## config.mk

```make
export PLATFORM = sky130hd
export DESIGN_NAME = mdu_ctrl
export DESIGN_NICKNAME = d
export VERILOG_FILES = /design/src/rtl/mdu_ctrl_pkg.sv /design/src/rtl/mdu_ctrl_div_iter.sv /design/src/rtl/mdu_ctrl.sv
export SDC_FILE = /design/constraint.sdc
export NUM_CORES = 2
export LEC_CHECK = 0
export ABC_AREA = 1
export BUFFER_PORTS_ARGS = -buffer_cell sky130_fd_sc_hd__buf_2
export CAP_MARGIN = 40
export CORE_MARGIN = 2
export CORE_UTILIZATION = 55
export CTS_CLUSTER_SIZE = 12
export DETAILED_ROUTE_END_ITERATION = 6
export HOLD_SLACK_MARGIN = 0.03
export PLACE_DENSITY = 0.72
export SLEW_MARGIN = 20
export SYNTH_ARGS = -nofsm -noshare
export SYNTH_HDL_FRONTEND = slang
export SYNTH_HIERARCHICAL = 1
export SYNTH_SLANG_ARGS = --single-unit
```

## constraint.sdc

```tcl
create_clock -name clk -period 10.9 [get_ports clk]
set_input_delay 0.545 -clock clk [delete_from_list [all_inputs] [get_ports clk]]
set_output_delay 0.545 -clock clk [all_outputs]
set_load 0.01 [all_outputs]
```

## src/rtl/mdu_ctrl_pkg.sv

```systemverilog
// Shared op codes, sequencer states and helpers for the multiply/divide unit.
package mdu_ctrl_pkg;

  typedef enum logic [2:0] {
    MDU_OP_NONE  = 3'd0,
    MDU_OP_MULT  = 3'd1,
    MDU_OP_MULTU = 3'd2,
    MDU_OP_DIV   = 3'd3,
    MDU_OP_DIVU  = 3'd4,
    MDU_OP_MTHI  = 3'd5,
    MDU_OP_MTLO  = 3'd6
  } mdu_op_e;

  typedef enum logic [1:0] {
    ST_IDLE,
    ST_MUL,
    ST_DIV,
    ST_DONE
  } mdu_state_e;

  localparam int unsigned DIV_ITERS = 32;

  function automatic logic [31:0] abs_if(input logic en, input logic [31:0] v);
    return (en && v[31]) ? -v : v;
  endfunction

endpackage

```

## src/rtl/mdu_ctrl_div_iter.sv

```systemverilog
// Unsigned radix-2 restoring divider, one iteration per clock.
// Quotient/remainder outputs are the values after the current cycle's step.
module mdu_ctrl_div_iter (
  input  logic        clk,
  input  logic        load,
  input  logic [31:0] dividend,
  input  logic [31:0] divisor,
  output logic [31:0] quotient,
  output logic [31:0] remainder
);

  logic [31:0] rem_q, rem_d;
  logic [31:0] quo_q, quo_d;
  logic [31:0] dvs_q;
  logic [33:0] trial;

  always_comb begin
    trial = {1'b0, rem_q, quo_q[31]} - {2'b00, dvs_q};
    if (trial[33]) begin
      rem_d = {rem_q[30:0], quo_q[31]};
      quo_d = {quo_q[30:0], 1'b0};
    end else begin
      rem_d = trial[31:0];
      quo_d = {quo_q[30:0], 1'b1};
    end
  end

  always_ff @(posedge clk) begin
    if (load) begin
      rem_q <= '0;
      quo_q <= dividend;
      dvs_q <= divisor;
    end else begin
      rem_q <= rem_d;
      quo_q <= quo_d;
    end
  end

  assign quotient  = quo_d;
  assign remainder = rem_d;

endmodule

```

## src/rtl/mdu_ctrl.sv

```systemverilog
// Multi-cycle multiply/divide sequencer owning HI/LO.
// MDU_DIV0_FAST_EN: divide by zero completes in one cycle with a div_zero pulse.
module mdu_ctrl
  import mdu_ctrl_pkg::*;
#(
  parameter int unsigned MUL_LAT = 2
) (
  input  logic        clk,
  input  logic        rst,
  input  logic        start,
  input  logic [2:0]  op,
  input  logic [31:0] src1,
  input  logic [31:0] src2,
  input  logic        stall,
  input  logic        flush,
  output logic        stall_req,
  output logic        busy,
  output logic        done,
  output logic [31:0] hi,
  output logic [31:0] lo,
  output logic        div_zero
);

  mdu_state_e  state_q, state_d;
  mdu_op_e     op_e;
  logic [4:0]  cnt_q, cnt_d;
  logic [31:0] hi_q, hi_d, lo_q, lo_d;
  logic        done_q, done_d, dz_q, dz_d;
  logic [31:0] opa_q, opa_d, opb_q, opb_d;
  logic        mul_signed_q, mul_signed_d;
  logic        qneg_q, qneg_d, rneg_q, rneg_d;
  logic        is_mul, is_div, div_signed, div0_fast, div_load;
  logic [63:0] mul_a, mul_b, product;
  logic [31:0] div_quo, div_rem;

  assign op_e       = mdu_op_e'(op);
  assign is_mul     = (op_e == MDU_OP_MULT) || (op_e == MDU_OP_MULTU);
  assign is_div     = (op_e == MDU_OP_DIV)  || (op_e == MDU_OP_DIVU);
  assign div_signed = (op_e == MDU_OP_DIV);

`ifdef MDU_DIV0_FAST_EN
  assign div0_fast = (src2 == '0);
`else
  assign div0_fast = 1'b0;
`endif

  // Sign-extend only for MULT; low 64 bits of the product are then correct for both.
  assign mul_a   = {{32{mul_signed_q & opa_q[31]}}, opa_q};
  assign mul_b   = {{32{mul_signed_q & opb_q[31]}}, opb_q};
  assign product = mul_a * mul_b;

  mdu_ctrl_div_iter u_div (
    .clk       (clk),
    .load      (div_load),
    .dividend  (abs_if(div_signed, src1)),
    .divisor   (abs_if(div_signed, src2)),
    .quotient  (div_quo),
    .remainder (div_rem)
  );

  always_comb begin
    state_d      = state_q;
    cnt_d        = cnt_q;
    hi_d         = hi_q;
    lo_d         = lo_q;
    done_d       = 1'b0;
    dz_d         = 1'b0;
    opa_d        = opa_q;
    opb_d        = opb_q;
    mul_signed_d = mul_signed_q;
    qneg_d       = qneg_q;
    rneg_d       = rneg_q;
    div_load     = 1'b0;

    unique case (state_q)
      ST_IDLE: begin
        if (start && is_mul) begin
          state_d      = ST_MUL;
          cnt_d        = 5'(MUL_LAT - 1);
          opa_d        = src1;
          opb_d        = src2;
          mul_signed_d = (op_e == MDU_OP_MULT);
        end else if (start && is_div && div0_fast) begin
          state_d = ST_DONE;
          done_d  = 1'b1;
          dz_d    = 1'b1;
        end else if (start && is_div) begin
          state_d  = ST_DIV;
          cnt_d    = 5'(DIV_ITERS - 1);
          div_load = 1'b1;
          qneg_d   = div_signed && (src1[31] ^ src2[31]);
          rneg_d   = div_signed && src1[31];
        end else if (start && op_e == MDU_OP_MTHI) begin
          hi_d = src1;
        end else if (start && op_e == MDU_OP_MTLO) begin
          lo_d = src1;
        end
      end
      ST_MUL: begin
        if (cnt_q == '0) begin
          state_d      = ST_DONE;
          done_d       = 1'b1;
          {hi_d, lo_d} = product;
        end else begin
          cnt_d = cnt_q - 5'd1;
        end
      end
      ST_DIV: begin
        if (cnt_q == '0) begin
          state_d = ST_DONE;
          done_d  = 1'b1;
          lo_d    = qneg_q ? -div_quo : div_quo;
          hi_d    = rneg_q ? -div_rem : div_rem;
        end else begin
          cnt_d = cnt_q - 5'd1;
        end
      end
      ST_DONE: begin
        if (!stall) state_d = ST_IDLE;
      end
      default: state_d = ST_IDLE;
    endcase

    // Flush overrides any completion or MTHI/MTLO write decided above.
    if (flush) begin
      state_d = ST_IDLE;
      cnt_d   = '0;
      hi_d    = hi_q;
      lo_d    = lo_q;
      done_d  = 1'b0;
      dz_d    = 1'b0;
    end
  end

  always_ff @(posedge clk) begin
    if (rst) begin
      state_q      <= ST_IDLE;
      cnt_q        <= '0;
      hi_q         <= '0;
      lo_q         <= '0;
      done_q       <= 1'b0;
      dz_q         <= 1'b0;
      opa_q        <= '0;
      opb_q        <= '0;
      mul_signed_q <= 1'b0;
      qneg_q       <= 1'b0;
      rneg_q       <= 1'b0;
    end else begin
      state_q      <= state_d;
      cnt_q        <= cnt_d;
      hi_q         <= hi_d;
      lo_q         <= lo_d;
      done_q       <= done_d;
      dz_q         <= dz_d;
      opa_q        <= opa_d;
      opb_q        <= opb_d;
      mul_signed_q <= mul_signed_d;
      qneg_q       <= qneg_d;
      rneg_q       <= rneg_d;
    end
  end

  assign busy      = (state_q == ST_MUL) || (state_q == ST_DIV);
  assign stall_req = busy || ((state_q == ST_IDLE) && start && (is_mul || is_div));
  assign done      = done_q;
  assign hi        = hi_q;
  assign lo        = lo_q;
  assign div_zero  = dz_q;

endmodule

```

; Word level (Yosys, flattened, before mapping)
; Cells that the tools add are included.
[word_totals]
out_inout_bits = 68
inputBits = 72
regBits = 235
elab_cells = 106
[classes]
add_sub_neg = 6
multipliers = 1
eq_ne = 20
n_mux = 33
bitwise_logic = 6
n_reduce_logical = 27
[op_table]
columns = cell, count
row1 = 2-to-1 mux 32 bit, 17
row2 = case mux 32 bit (3 select lines), 2
row3 = negator 32 bit, 4
row4 = multiplier 33 x 33 -> 64 bit, 1
row5 = subtractor 33 x 32 -> 34 bit, 1
row6 = != test 2 bit (second input constant), 9
row7 = 2-to-1 mux 5 bit, 3
row8 = case mux 5 bit (2 select lines), 1
row9 = == test 3 bit (second input constant), 3
row10 = logical AND 1 bit, 9
row11 = AND reduction 3 bit, 3
row12 = 2-to-1 mux 2 bit, 4
row13 = AND reduction 8 bit, 1
row14 = AND reduction 7 bit, 1
row15 = == test 3 x 2 -> 1 bit (second input constant), 2
row16 = case mux 2 bit (3 select lines), 1
row17 = logical NOT 5 bit, 1
row18 = logical OR 1 bit, 5
row19 = 2-to-1 mux 1 bit, 5
row20 = subtractor 5 x 1 -> 5 bit (second input constant), 1
row21 = == test 2 bit (second input constant), 2
row22 = OR reduction 2 bit, 2
row23 = == test 3 x 1 -> 1 bit (second input constant), 1
row24 = != test 3 bit (second input constant), 1
row25 = 10 further kinds, 13

; Logic depth before layout (Yosys ltp)
[depth]
depth_word = 7
depth_mapped = 37
mapped_depth_nobuf = 35

; Cells and area by module
; The synthesis kept the hierarchy.
[by_module_without_submodules]
columns = module, instances, area_per_inst_um2, cells_each, seq_area_each_um2
row1 = mdu_ctrl, 1, 49387.4, 6622, 2782.7
row2 = mdu_ctrl_div_iter, 1, 6173.4, 956, 2242.2

; Worst setup path before layout
; Ideal clock, no wire load.
[synth_path]
path_kind = reg2reg
start = register opa_q[31]
end = register hi_q[30], in the netlist hi[30]
period_less_slack_ns = 7.587
setup_slack_ns = 3.313
path_buffers = 3
arrival_ns = 7.518
stages_incl_launch_ff = 33
t_required_ns = 10.830
setup_ns = 0.070
cell_sequence = dfxtp_1 buf_2 nand2_1 clkbuf_1 inv_1 clkbuf_1 nand2_1 inv_1 fa_1 inv_1 fa_1 inv_1 fa_1 inv_1 fa_1 fa_1 fa_1 fa_1 fa_1 inv_1 ha_1 a21o_1 o21bai_1 and2_1 nor2_1 nand2_1 a21oi_1 nand2_1 nand2_1 nand3_1 nand2_1 nand2_1 a21oi_1
[synth_between]
elab_chain_cells = 4
[synth_rtl]
columns = element, line_no
row1 = from (decl), mdu_ctrl.sv:29  ; logic [31:0] opa_q, opa_d, opb_q, opb_d;
row2 = from (signal assigned), mdu_ctrl.sv:155  ; opa_q <= opa_d;
row3 = bitwise AND 1 bit, mdu_ctrl.sv:48  ; assign mul_a = {{32{mul_signed_q & opa_q[31]}}, opa_q};
row4 = multiplier 33 x 33 -> 64 bit (*), mdu_ctrl.sv:50  ; assign product = mul_a * mul_b;
row5 = 2-to-1 mux 32 bit (*), mdu_ctrl.sv:100  ; if (cnt_q == '0) begin
row6 = case mux 32 bit (3 select lines) (*), mdu_ctrl.sv:75  ; unique case (state_q)
row7 = to (signal assigned), mdu_ctrl.sv:151  ; hi_q <= hi_d;
row8 = to (decl), mdu_ctrl.sv:27  ; logic [31:0] hi_q, hi_d, lo_q, lo_d;
; Mark *: on every way between the ends. The rest lies on a longest branch, timed or not. The select of a mux whose other input is x is not followed.
; A chain may end at the register's enable or synchronous reset.

; Worst setup path in the final report
[layout_path]
start = register mul_signed_q
end = register hi_q[25], in the netlist hi[25]
[layout_between]
elab_chain_cells = 4
word_cells_on_any_way = 5
classes_between = mul (1) / mux (2) / bitwise (2)
[layout_rtl]
columns = element, line_no
row1 = from (decl), mdu_ctrl.sv:30  ; logic mul_signed_q, mul_signed_d;
row2 = from (signal assigned), mdu_ctrl.sv:157  ; mul_signed_q <= mul_signed_d;
row3 = bitwise AND 1 bit (on tied branches), "mdu_ctrl.sv:48, mdu_ctrl.sv:49"
row4 = multiplier 33 x 33 -> 64 bit (*), mdu_ctrl.sv:50
row5 = 2-to-1 mux 32 bit (*), mdu_ctrl.sv:100
row6 = case mux 32 bit (3 select lines) (*), mdu_ctrl.sv:75
; Marks and branches as above.

==> flow_summary_export.csv <==
group,metric,value,unit
outcome,status,"completed",
global_route,grt.overflow.total,0,
global_route,grt_pass1_wl,279.8,mm
synth,ys_ff_latch,235,
floorplan,dieArea,103600,um2
sta,hold_violations,0,
finish,drive_above_1_share,5.118,%
global_route,antenna_found_initial,3,
sta,fmax,110.4,MHz
finish,area_growth,4.635,%
route,drt_first_pass_iters,7,
route,drt_iter0_markers,4372,
synth,ys_seq_area_share,9.044,%
placed_design,dp_hpwl,148.7,mm
clocking,h-tree-depth,1,
power_and_ir_drop,power_leakage,31.83,nW
clocking,cts_setup_buffers,0,
worst_setup_path,crit_path_end_kind,"flip-flop",
global_route,grt_pass1_vias,48505,
power_and_ir_drop,vdd_drop_max,0.1342,mV
sta,setup_tns,0,ns
synth,ys_types,60,
route,wl,180.2,mm
worst_setup_path,path_class,"reg2reg",
finish,final_cell_mix,"inv_1 (1980), nand2_1 (1964), fa_1 (1126)",
worst_setup_path,cp-start-kind,"flip-flop",
synth,synth-simple-area-share,20.44,%
synth,yosysWarnings,6,
worst_setup_path,crit_slowest_cell,"fa_1",
placed_design,port-buffer-count,138,
finish,fill_cells,9454,
power_and_ir_drop,powerDensity,91.26,nW/um2
route,routed_via_density,5.428,
route,ant_nets,0,
finish,layout_commonest_cell,"inv_1",
sta,tightest_slew,1.029,ns
global_route,met1_usage,46.88,%
worst_setup_path,cp_common_cell,"inv_1",
worst_setup_path,arrival,9.58,ns
floorplan,core_area,100100,um2
sta,finalSetupViolCount,0,
placed_design,gp_congestion,1.031,
global_route,track_usage,35.43,%
clocking,cts.sinks,235,
floorplan,die_h,321.8,um
global_route,grt_max_degree,86,
clocking,cts_tree,"built",
placed_design,place_ws,1.924,ns
synth,synth_compound_area_share,6.362,%
synth,synth_top_family_by_area,"adder cells",
worst_setup_path,required,11.42,ns
route,vias,47673,
job,max_cap_violations,0,
clocking,path_clk_slew,0.07,ns
clocking,post_cts_resized,0,
worst_setup_path,crit_fanout,13,
global_route,grt_use_met3,3.955,%
global_route,use_met2,59.27,%
sta,rsz0062_at_grt,"no",
clocking,hold_buffers,0,
route,drc,0,
floorplan,start_util,55.48,%
synth,synth_area,55560,um2
synth,synth_mux_area_share,0,%
route,avgRoutedWirePerCell,20.52,um
sta,period_share,83.13,%
clocking,cts-root-buf,"clkbuf_16",
synth,syn-instance-count,7578,
floorplan,boundaryPins,140,
sta,final.min_clock_period,9.061,ns
sta,setup_ws,1.839,ns
floorplan,die_x,321.8,um
min_path,hold_class,"in2reg",
clocking,clock_latency,0.60,ns
synth,syn-num-nets,9031,
finish,fin_nets,8916,
sta,skew,0.03439,ns
synth,synth_xor_area_share,1.367,%
sta,slew_viol_final,0,
worst_setup_path,max_stage_delay,0.88,ns
synth,syn-mean-instance-area,7.332,um2
floorplan,row_count,116,
synth,synthAdderAreaFrac,46.31,%
clocking,cts.path.max_buffers,3,
clocking,cts_buffers,29,
global_route,gr-max-usage-layer,"met2",
sta,max_slew_margin,30.65,%
-- critical path: cells and delay by family (launching register included) --
family	cells	cell delay, ns
buffers and inverters	11	1.88
AND/OR/NAND/NOR	11	1.80
AO/OA/AOI/OAI	1	0.15
adder cells (fa/ha/maj)	9	4.72
flip-flops	1	0.40
-- sequential cells by signal (all words and copies together), names as in the netlist --
register / flops
u_div/dvs_q: 32
opa_q: 32
rneg_q: 1
qneg_q: 1
cnt_q: 5
opb_q: 32
u_div/rem_q: 32
u_div/quo_q: 32
mul_signed_q: 1
lo: 32
state_q: 2
hi: 32
done: 1
-- cells in the mapped netlist, drive strengths merged --
cell    count  area share (%)
a211oi      1           0.014
o21ai     319             2.9
o211ai      2           0.027
o22ai       9            0.10
ha        255             5.7
and2        6           0.068
o32ai       2           0.032
nand2    1977              13
edfxtp     32             1.7
dfxtp     203             7.3
o31ai       8            0.11
conb        1          0.0067
nor2      499             3.5
buf        71            0.80
o21bai     11            0.16
a21oi     293             2.6
a32o        1           0.018
nand3     202             2.0
clkbuf    320             2.2
xor2       61            0.99
or3         1           0.011
nor4       10            0.15
a21o        6           0.081
nand3b     13            0.18
o21a        6           0.081
clkinv      3           0.023
a31oi      11            0.12
a21boi      5           0.068
inv      1996              13
or2        18            0.21
xnor2      24            0.38
nor3       55            0.55
nand4      31            0.39
fa       1126              41
-- layout make-up --
| cell class | instances | area [um2] | area share, % |
|---|---|---|---|
| Multi-Input combinational cell | 4953 | 41400 | 71.21 |
| Inverter | 1999 | 7505 | 12.91 |
| Sequential cell | 235 | 5027 | 8.648 |
| Timing Repair Buffer | 245 | 1654 | 2.845 |
| Tap cell | 1298 | 1624 | 2.794 |
| Clock buffer | 41 | 833.3 | 1.433 |
| Clock inverter | 10 | 91.34 | 0.1571 |
| Antenna cell | 1 | 2.502 | 0.004304 |
-- metrics by stage --
stage,area (um2),cells,total power [W],util [%],hold slack [ns]
finish,58140,8782,0.005305,58.05,0.1399
global route,58130,8781,0.005686,58.05,0.1705
CTS,57990,8771,0.005233,57.90,0.1341
detailed placement,57060,8720,0.004238,56.98,0.4472
global placement,56910,8711,0.004198,56.82,0.4549
floorplan,55560,7578,0.003292,-,0.4200
-- metal layers --
layer / share of wire, % / vias up
li1: - / 21583
met1: 40 / 23595
met2: 48 / 2075
met3: 7.2 / 418
met4: 5.2 / 2
met5: 0.0072 / -
-- cell families (layout without fill, tap and decap cells) --
kind of cell    count (synthesis)  in the layout
simple gates                 2812           2812
buf+inv                      2390           2295
fa+ha+maj                    1381           1381
compound gates                674            674
flops                         235            235
xor+xnor                       85             85
other cells                     1              2
-- power breakdown --
| group | total (W) | leakage, nW | internal (W) | switching [W] |
|---|---|---|---|---|
| clock | 0.000985 | 0.454 | 0.000555 | 0.000430 |
| combinational | 0.00311 | 29.4 | 0.000925 | 0.00219 |
| sequential | 0.00121 | 1.97 | 0.00104 | 0.000166 |
-- path summary, 6_finish.rpt --
check                           slack, ns  cells after the start              to      startpoint
worst min register to register       0.46                      2  u_div/quo_q[5]  u_div/quo_q[4]
worst max register to register       1.84                     32          hi[25]    mul_signed_q
worst min-delay path                 0.14                      2            done           flush
worst max-delay path                 1.84                     32          hi[25]    mul_signed_q
No activity file was read; power rests on OpenSTA's default activity.
